<file path="src/rtl/cache_bus_arb_pkg.sv">
// ============================================================================
// cache_bus_arb_pkg
// ----------------------------------------------------------------------------
// Shared definitions for the multicore cache-to-memory bus arbiter.
// Holds the FSM state encodings, the request packet layout used by caches,
// the bus and benches, and helper functions for the derived packet and
// beat-count widths.
//
// The packet typedef is sized for the default block of 8 words. Modules that
// are parameterised on block size use cache_bus_pkt_width() to size a flat
// vector with the same field order: {we, addr[31:0], wdata}.
// ============================================================================
package cache_bus_arb_pkg;

    localparam int addr_width         = 32;
    localparam int default_block_size = 8;

    // FSM encodings for the bus arbiter
    localparam logic [1:0] state_idle = 2'd0;
    localparam logic [1:0] state_req  = 2'd1;
    localparam logic [1:0] state_wait = 2'd2;
    localparam logic [1:0] state_done = 2'd3;

    // Cache request: write enable in the MSB, block data in the LSBs
    typedef struct packed {
        logic                                we;
        logic [addr_width-1:0]               addr;
        logic [default_block_size*32-1:0]    wdata;
    } cache_bus_pkt_t;

    // Width of a flattened request packet for an arbitrary block size
    function automatic int cache_bus_pkt_width(input int block_size);
        return 1 + addr_width + block_size * 32;
    endfunction

    // Number of memory beats needed to move one block
    function automatic int beat_count(input int block_size, input int beat_width);
        return (block_size * 32) / beat_width;
    endfunction

endpackage

</file>
<file path="src/rtl/cache_bus_arb_rr_arbiter.sv">
// ============================================================================
// rr_arbiter
// ----------------------------------------------------------------------------
// Purely combinational round-robin picker. Scans upward from ptr, wrapping
// modulo n_p, and grants the first asserted request.
//
// Ports:
//   req        in   n_p           request vector
//   ptr        in   ptr_width_lp  index where the scan starts
//   grant      out  n_p           one-hot grant (all zero if no request)
//   grant_idx  out  ptr_width_lp  index of the granted request
//   has_grant  out  1             at least one request was present
// ============================================================================
module rr_arbiter #(
    parameter  int n_p          = 4,
    localparam int ptr_width_lp = (n_p > 1) ? $clog2(n_p) : 1
) (
    input  logic [n_p-1:0]          req,
    input  logic [ptr_width_lp-1:0] ptr,
    output logic [n_p-1:0]          grant,
    output logic [ptr_width_lp-1:0] grant_idx,
    output logic                    has_grant
);

    logic [ptr_width_lp-1:0] cand;

    // Walk the candidates in priority order starting at ptr; the first hit
    // wins and later hits are masked by has_grant.
    always_comb begin
        has_grant = 1'b0;
        grant_idx = '0;
        cand      = '0;
        for (int i = 0; i < n_p; i++) begin
            cand = ptr_width_lp'((int'(ptr) + i) % n_p);
            if (!has_grant && req[cand]) begin
                has_grant = 1'b1;
                grant_idx = cand;
            end
        end
        grant = has_grant ? (n_p'(1) << grant_idx) : '0;
    end

endmodule

</file>
<file path="src/rtl/cache_bus_arb.sv">
// ============================================================================
// cache_bus_arb
// ----------------------------------------------------------------------------
// Round-robin arbiter between num_caches_p caches and main memory. A granted
// block request is serialised into dma_data_width_p-bit beats, one beat
// outstanding at a time. Read beats are returned to the owning cache one
// cycle after memory completes them; writes get a single ack pulse (data 0)
// once the last beat has been acknowledged.
//
// Ports:
//   clk_i        in   1                       clock
//   reset_i      in   1                       synchronous active-high reset
//   cb_valid_i   in   num_caches_p            per-cache request valid
//   cb_yumi_o    out  num_caches_p            one-hot request accept
//   cb_pkt_i     in   num_caches_p x pkt      per-cache {we, addr, wdata}
//   cb_valid_o   out  num_caches_p            one-hot response valid
//   cb_data_o    out  dma_data_width_p        shared response data
//   mem_valid_o  out  1                       memory beat request
//   mem_ready_i  in   1                       memory accepts the beat
//   mem_we_o     out  1                       beat is a write
//   mem_addr_o   out  32                      byte address of the beat
//   mem_wdata_o  out  dma_data_width_p        write beat data
//   mem_valid_i  in   1                       beat done (read data / ack)
//   mem_data_i   in   dma_data_width_p        read beat data
// ============================================================================
module cache_bus_arb
    import cache_bus_arb_pkg::*;
#(
    parameter  int num_caches_p     = 4,
    parameter  int block_size_p     = 8,
    parameter  int dma_data_width_p = 64,
    localparam int beats_lp         = beat_count(block_size_p, dma_data_width_p),
    localparam int pkt_width_lp     = cache_bus_pkt_width(block_size_p),
    localparam int ptr_width_lp     = (num_caches_p > 1) ? $clog2(num_caches_p) : 1,
    localparam int beat_width_lp    = (beats_lp > 1) ? $clog2(beats_lp) : 1
) (
    input  logic                                      clk_i,
    input  logic                                      reset_i,
    input  logic [num_caches_p-1:0]                   cb_valid_i,
    output logic [num_caches_p-1:0]                   cb_yumi_o,
    input  logic [num_caches_p-1:0][pkt_width_lp-1:0] cb_pkt_i,
    output logic [num_caches_p-1:0]                   cb_valid_o,
    output logic [dma_data_width_p-1:0]               cb_data_o,
    output logic                                      mem_valid_o,
    input  logic                                      mem_ready_i,
    output logic                                      mem_we_o,
    output logic [31:0]                               mem_addr_o,
    output logic [dma_data_width_p-1:0]               mem_wdata_o,
    input  logic                                      mem_valid_i,
    input  logic [dma_data_width_p-1:0]               mem_data_i
);

    localparam int          block_bits_lp  = block_size_p * 32;
    localparam int          beat_bytes_lp  = dma_data_width_p / 8;
    localparam logic [31:0] block_mask_lp  = ~(32'(block_size_p * 4) - 32'd1);

    logic [1:0]                  state;
    logic [ptr_width_lp-1:0]     rr_ptr;
    logic [ptr_width_lp-1:0]     grant_r;
    logic [beat_width_lp-1:0]    beat_cnt;
    logic [pkt_width_lp-1:0]     pkt_r;
    logic [num_caches_p-1:0]     cb_valid_r;
    logic [dma_data_width_p-1:0] cb_data_r;

    logic [num_caches_p-1:0]     arb_grant;
    logic [ptr_width_lp-1:0]     arb_idx;
    logic                        arb_has_grant;
    logic [num_caches_p-1:0]     grant_onehot;

    logic                        pkt_we;
    logic [31:0]                 pkt_addr;
    logic [beats_lp-1:0][dma_data_width_p-1:0] pkt_beats;

    assign pkt_we    = pkt_r[pkt_width_lp-1];
    assign pkt_addr  = pkt_r[block_bits_lp +: 32];
    assign pkt_beats = pkt_r[block_bits_lp-1:0];

    rr_arbiter #(
        .n_p(num_caches_p)
    ) arb (
        .req       (cb_valid_i),
        .ptr       (rr_ptr),
        .grant     (arb_grant),
        .grant_idx (arb_idx),
        .has_grant (arb_has_grant)
    );

    // Grants are only issued from IDLE, and never while reset is held, so a
    // cache cannot believe its request was taken when the FSM discards it.
    assign cb_yumi_o = (state == state_idle && !reset_i) ? arb_grant : '0;

    assign grant_onehot = num_caches_p'(1) << grant_r;

    // Memory side is driven only while a beat is being requested; the beat
    // address walks up from the block-aligned base.
    always_comb begin
        mem_valid_o = (state == state_req);
        mem_we_o    = 1'b0;
        mem_addr_o  = '0;
        mem_wdata_o = '0;
        if (state == state_req) begin
            mem_we_o   = pkt_we;
            mem_addr_o = (pkt_addr & block_mask_lp) + 32'(beat_cnt) * 32'(beat_bytes_lp);
            if (pkt_we) begin
                mem_wdata_o = pkt_beats[beat_cnt];
            end
        end
    end

    // Read beats come from the registered pulse; the write ack is decoded
    // straight from DONE. cb_data_r is cleared every cycle it is not loaded,
    // so the write ack naturally carries zero data.
    assign cb_valid_o = cb_valid_r | ((state == state_done) ? grant_onehot : '0);
    assign cb_data_o  = cb_data_r;

    // Main transaction FSM. A memory completion is only honoured in WAIT, so
    // an early or stray mem_valid_i cannot advance the beat counter.
    always_ff @(posedge clk_i) begin
        if (reset_i) begin
            state      <= state_idle;
            rr_ptr     <= '0;
            grant_r    <= '0;
            beat_cnt   <= '0;
            pkt_r      <= '0;
            cb_valid_r <= '0;
            cb_data_r  <= '0;
        end else begin
            cb_valid_r <= '0;
            cb_data_r  <= '0;
            case (state)
                state_idle: begin
                    if (arb_has_grant) begin
                        pkt_r    <= cb_pkt_i[arb_idx];
                        grant_r  <= arb_idx;
                        beat_cnt <= '0;
                        rr_ptr   <= (arb_idx == ptr_width_lp'(num_caches_p - 1))
                                    ? '0 : arb_idx + 1'b1;
                        state    <= state_req;
                    end
                end
                state_req: begin
                    if (mem_ready_i) begin
                        state <= state_wait;
                    end
                end
                state_wait: begin
                    if (mem_valid_i) begin
                        if (!pkt_we) begin
                            cb_valid_r <= grant_onehot;
                            cb_data_r  <= mem_data_i;
                        end
                        if (beat_cnt == beat_width_lp'(beats_lp - 1)) begin
                            state <= pkt_we ? state_done : state_idle;
                        end else begin
                            beat_cnt <= beat_cnt + 1'b1;
                            state    <= state_req;
                        end
                    end
                end
                default: begin
                    state <= state_idle;
                end
            endcase
        end
    end

endmodule

</file>
<file path="config.mk">
export PLATFORM = sky130hd
export DESIGN_NAME = cache_bus_arb
export DESIGN_NICKNAME = d
export VERILOG_FILES = /design/src/rtl/cache_bus_arb_pkg.sv /design/src/rtl/cache_bus_arb_rr_arbiter.sv /design/src/rtl/cache_bus_arb.sv
export SDC_FILE = /design/constraint.sdc
export NUM_CORES = 1
export LEC_CHECK = 0
export ABC_CLOCK_PERIOD_IN_PS = 2950
export BUFFER_PORTS_ARGS = -buffer_cell sky130_fd_sc_hd__buf_2
export CORE_AREA = 2 2 542 544
export DETAILED_ROUTE_END_ITERATION = 12
export DIE_AREA = 0 0 544 546
export HOLD_SLACK_MARGIN = 0.02
export PLACE_DENSITY_LB_ADDON = 0.15
export SLEW_MARGIN = 5
export SYNTH_ARGS = -nofsm -noshare
export SYNTH_HDL_FRONTEND = slang
export SYNTH_SLANG_ARGS = --single-unit
export TNS_END_PERCENT = 50
</file>
<file path="constraint.sdc">
create_clock -name clk_i -period 2.95 [get_ports clk_i]
set_clock_uncertainty 0.1 [all_clocks]
set_input_delay 0.59 -clock clk_i [delete_from_list [all_inputs] [get_ports clk_i]]
set_output_delay 0.59 -clock clk_i [all_outputs]
set_load 0.03 [all_outputs]
</file>
==> results.toml <==
[detailed_routing]
num_vias = 29951
ant_nets = 0
avgRoutedWirePerCell_um = 29.0
drc = 0
viasPerCell = 3.65
drt_wl_total_um = 238000
drtIter0Drc = 1851
dr.pass1.iters = 6

[yosys]
yosysSeqAreaShare_pct = 34.0
syn_area_per_cell_um2 = 8.78
muxShareOfSynthArea_pct = 6.86
netlist.area_leader.share_pct = 34.0
yosysTopAreaCell = "dfxtp_1"
ys_types = 37
ys_seq_elements = 360
syn-cell-area_um2 = 21200
synthAdderAreaFrac_pct = 0.118
yosys_warnings = 0
synthSimpleGateAreaFrac_pct = 12.6
synth_top_family_by_area = "compound AO/OA/AOI/OAI gates"
synthesis.instances = 2411
synth_compound_area_share_pct = 39.3
synth_xor_area_share_pct = 0
synth_area_leaders = "dfxtp_1, a32o_1, a211o_1"

[finish]
final_area_um2 = 41700
final_layout_size_suffix_gt1_share_pct = 44.8
layout_commonest_cell = "buf_2"
fin_nets = 5431
final_cell_mix = "buf_2, dlygate4sd3_1, dfxtp_1"
final_cells = 8216
synthToLayoutAreaGrowth_pct = 97.2

[critical_path]
worstPathMaxFanout = 8
startpoint = "beat_cnt[0]"
max_stage_delay_ns = 0.47
crit_type = "reg2out"
cp.depth = 6
cpMostUsedCell = "buf_16"
critPathArrivalTime_ns = 2.47
regToRegSetupSlack_ns = 0.09
start_kind = "flip-flop"
cp.required_ns = 2.26
cp_top_family = "buffers and inverters"
r2r_end = "pkt_r[240]"
timing.rr.start = "rr_ptr[1]"
crit_end = "mem_wdata_o[28]"
crit_buf_inv = 4
crit_slowest_cell = "mux4_2"
r2r_cells = 8
endpoint_kind = "primary output"
path_cells = "buf_16 > buf_16 > buf_4 > mux4_2 > and3_4 > buf_6"

[power]
seq_power_share_pct = 31.5
leakage_nw = 18.9
p_per_area_nw_per_um2 = 502
netSwitchingFraction_pct = 38.4
p_sw_mw = 8.04
total_power_mw = 20.9
max-vdd-ir-drop_v = 0.000459
clkPwrFrac_pct = 34.2
p_int_mw = 12.9
p_comb_share_pct = 34.3

[global_routing]
grt_usage_pct = 15.3
grt-ovfl-total = 0
grt_max_degree = 81
antenna_found_initial = 206
first_global_vias = 31293
grt_pass1_wl_um = 304000

[die]
die_area_um2 = 297000
boundaryPins = 1398
initial_core_util_pct = 7.25
die_h_um = 546
fp.dieW_um = 544
coreArea_um2 = 292000
row_count = 199

[sta]
drv_slew = 0
fmax_ghz = 0.316
rsz0062_at_grt = "true"
layout_min_cycle_time_ns = 3.16
setup_viol = 65
fin_crit_sh_pct = 107
worstMarginPinSlew_ns = 1.02
maxSlewHeadroom_pct = 31.3
hold_viol = 0
fin_tns_setup_ns = -8.70
worst_slack_ns = -0.212

[clock_network]
clock-sinks = 360
cts-root-buf = "clkbuf_16"
ctsHtreeMaxLevel = 2
numCtsBuffers = 57
cts.clk_slew.worst_paths_ns = 0.06
cts_tree = "built"
cts_buffer_depth = 3
worstSkewPairLatency_ns = 0.70

[place]
place.gp.congestion = 0.919
dp_cells = 7618
pre_cts_slack_ns = -0.354
dpl-instance-area_um2 = 34500
io_buffers = 1374
place_hpwl_um = 196000

[status]
outcome = "finished, violations left"
violations = "setup timing"

[flow_run]
maxCapViolCount = 0

[min_path]
min_path_cells = 3
hp-class = "in2reg"
-- synth_stat cells, drive strengths merged --
master / n
and2: 95
buf: 112
and3: 67
nor4: 2
clkbuf: 216
nor2: 10
a41o: 1
a211oi: 1
conb: 1
nand2: 15
inv: 4
nor2b: 7
ha: 2
or4: 2
nand2b: 2
mux2i: 1
nor3: 3
nand3: 286
mux4: 64
o21ai: 286
dfxtp: 360
o21bai: 4
a31o: 1
nand4b: 1
a211o: 286
or3: 1
a21oi: 295
o311a: 1
a32o: 284
or3b: 1
-- logic make-up after synthesis --
logic type / Yosys count
AOI/OAI and AO/OA: 1159
DFF: 360
adders and majority gates: 2
muxes: 65
buffers and inverters: 332
and+or+nand+nor: 492
other: 1
-- cell type report --
| cell class | instances | area [um^2] |
|---|---|---|
| Fill cell | 33814 | 250000 |
| Timing Repair Buffer | 2057 | 14700 |
| Multi-Input combinational cell | 1721 | 12900 |
| Sequential cell | 360 | 7230 |
| Tap cell | 3919 | 4900 |
| Clock buffer | 83 | 1700 |
| Clock inverter | 19 | 168 |
| Antenna cell | 53 | 133 |
| Inverter | 4 | 17.5 |
-- how the worst min path moves through the flow --
stage                     slack (ns)          start    endpoint
after CTS                       0.02  cb_pkt_i[412]  pkt_r[123]
after global placement          0.43      rr_ptr[0]   rr_ptr[0]
final                           0.11  cb_pkt_i[533]  pkt_r[244]
after global routing            0.06  cb_pkt_i[300]   pkt_r[11]
after detailed placement        0.43      rr_ptr[0]   rr_ptr[0]
after floorplan                 0.35      rr_ptr[0]   rr_ptr[0]
-- worst min-delay path: stages --
cell,delay [ns]
buf_2,0.07
a32o_1,0.14
a211o_1,0.08
-- metrics by stage --
step,util [%],hold WS (ns)
final,14.3,0.114
after global routing,14.3,0.0591
after CTS,14.2,0.0201
after detailed placement,11.8,0.430
after global placement,11.8,0.426
after floorplan,-,0.346
-- timing repair --
action,CTS,global route
hold buffers,403,0
setup buffers,36,4
gates resized for setup,212,30
pin swaps,21,11
gates cloned,2,1
endpoints found under the setup margin,99,83
hold endpoints to repair,340,0
-- layer usage --
metal,part of all wire (%),wire length (um),vias up,GRT usage (%)
li1,-,-,13263,-
met1,42,99900,14746,19.0
met2,46,110000,1481,25.4
met3,9.7,23000,349,5.42
met4,2.0,4830,112,3.03
met5,0.31,731,-,0
-- power by group through the flow --
stage | logic (mW) | clock network, mW | registers, mW
finish | 7.19 | 7.17 | 6.59
global placement | 6.58 | 0 | 6.71
CTS | 7.32 | 7.51 | 6.63
detailed placement | 6.58 | 0 | 6.73
global route | 7.73 | 7.58 | 6.68
floorplan | 3.15 | 0 | 6.03
-- sequential cells by signal, indices dropped and copies added, names as in the netlist --
| register | count |
|---|---|
| rr_ptr | 2 |
| beat_cnt | 2 |
| cb_valid_r | 4 |
| grant_r | 2 |
| cb_data_o | 64 |
| pkt_r | 284 |
| state | 2 |
Power figures use the tool's default switching activity.
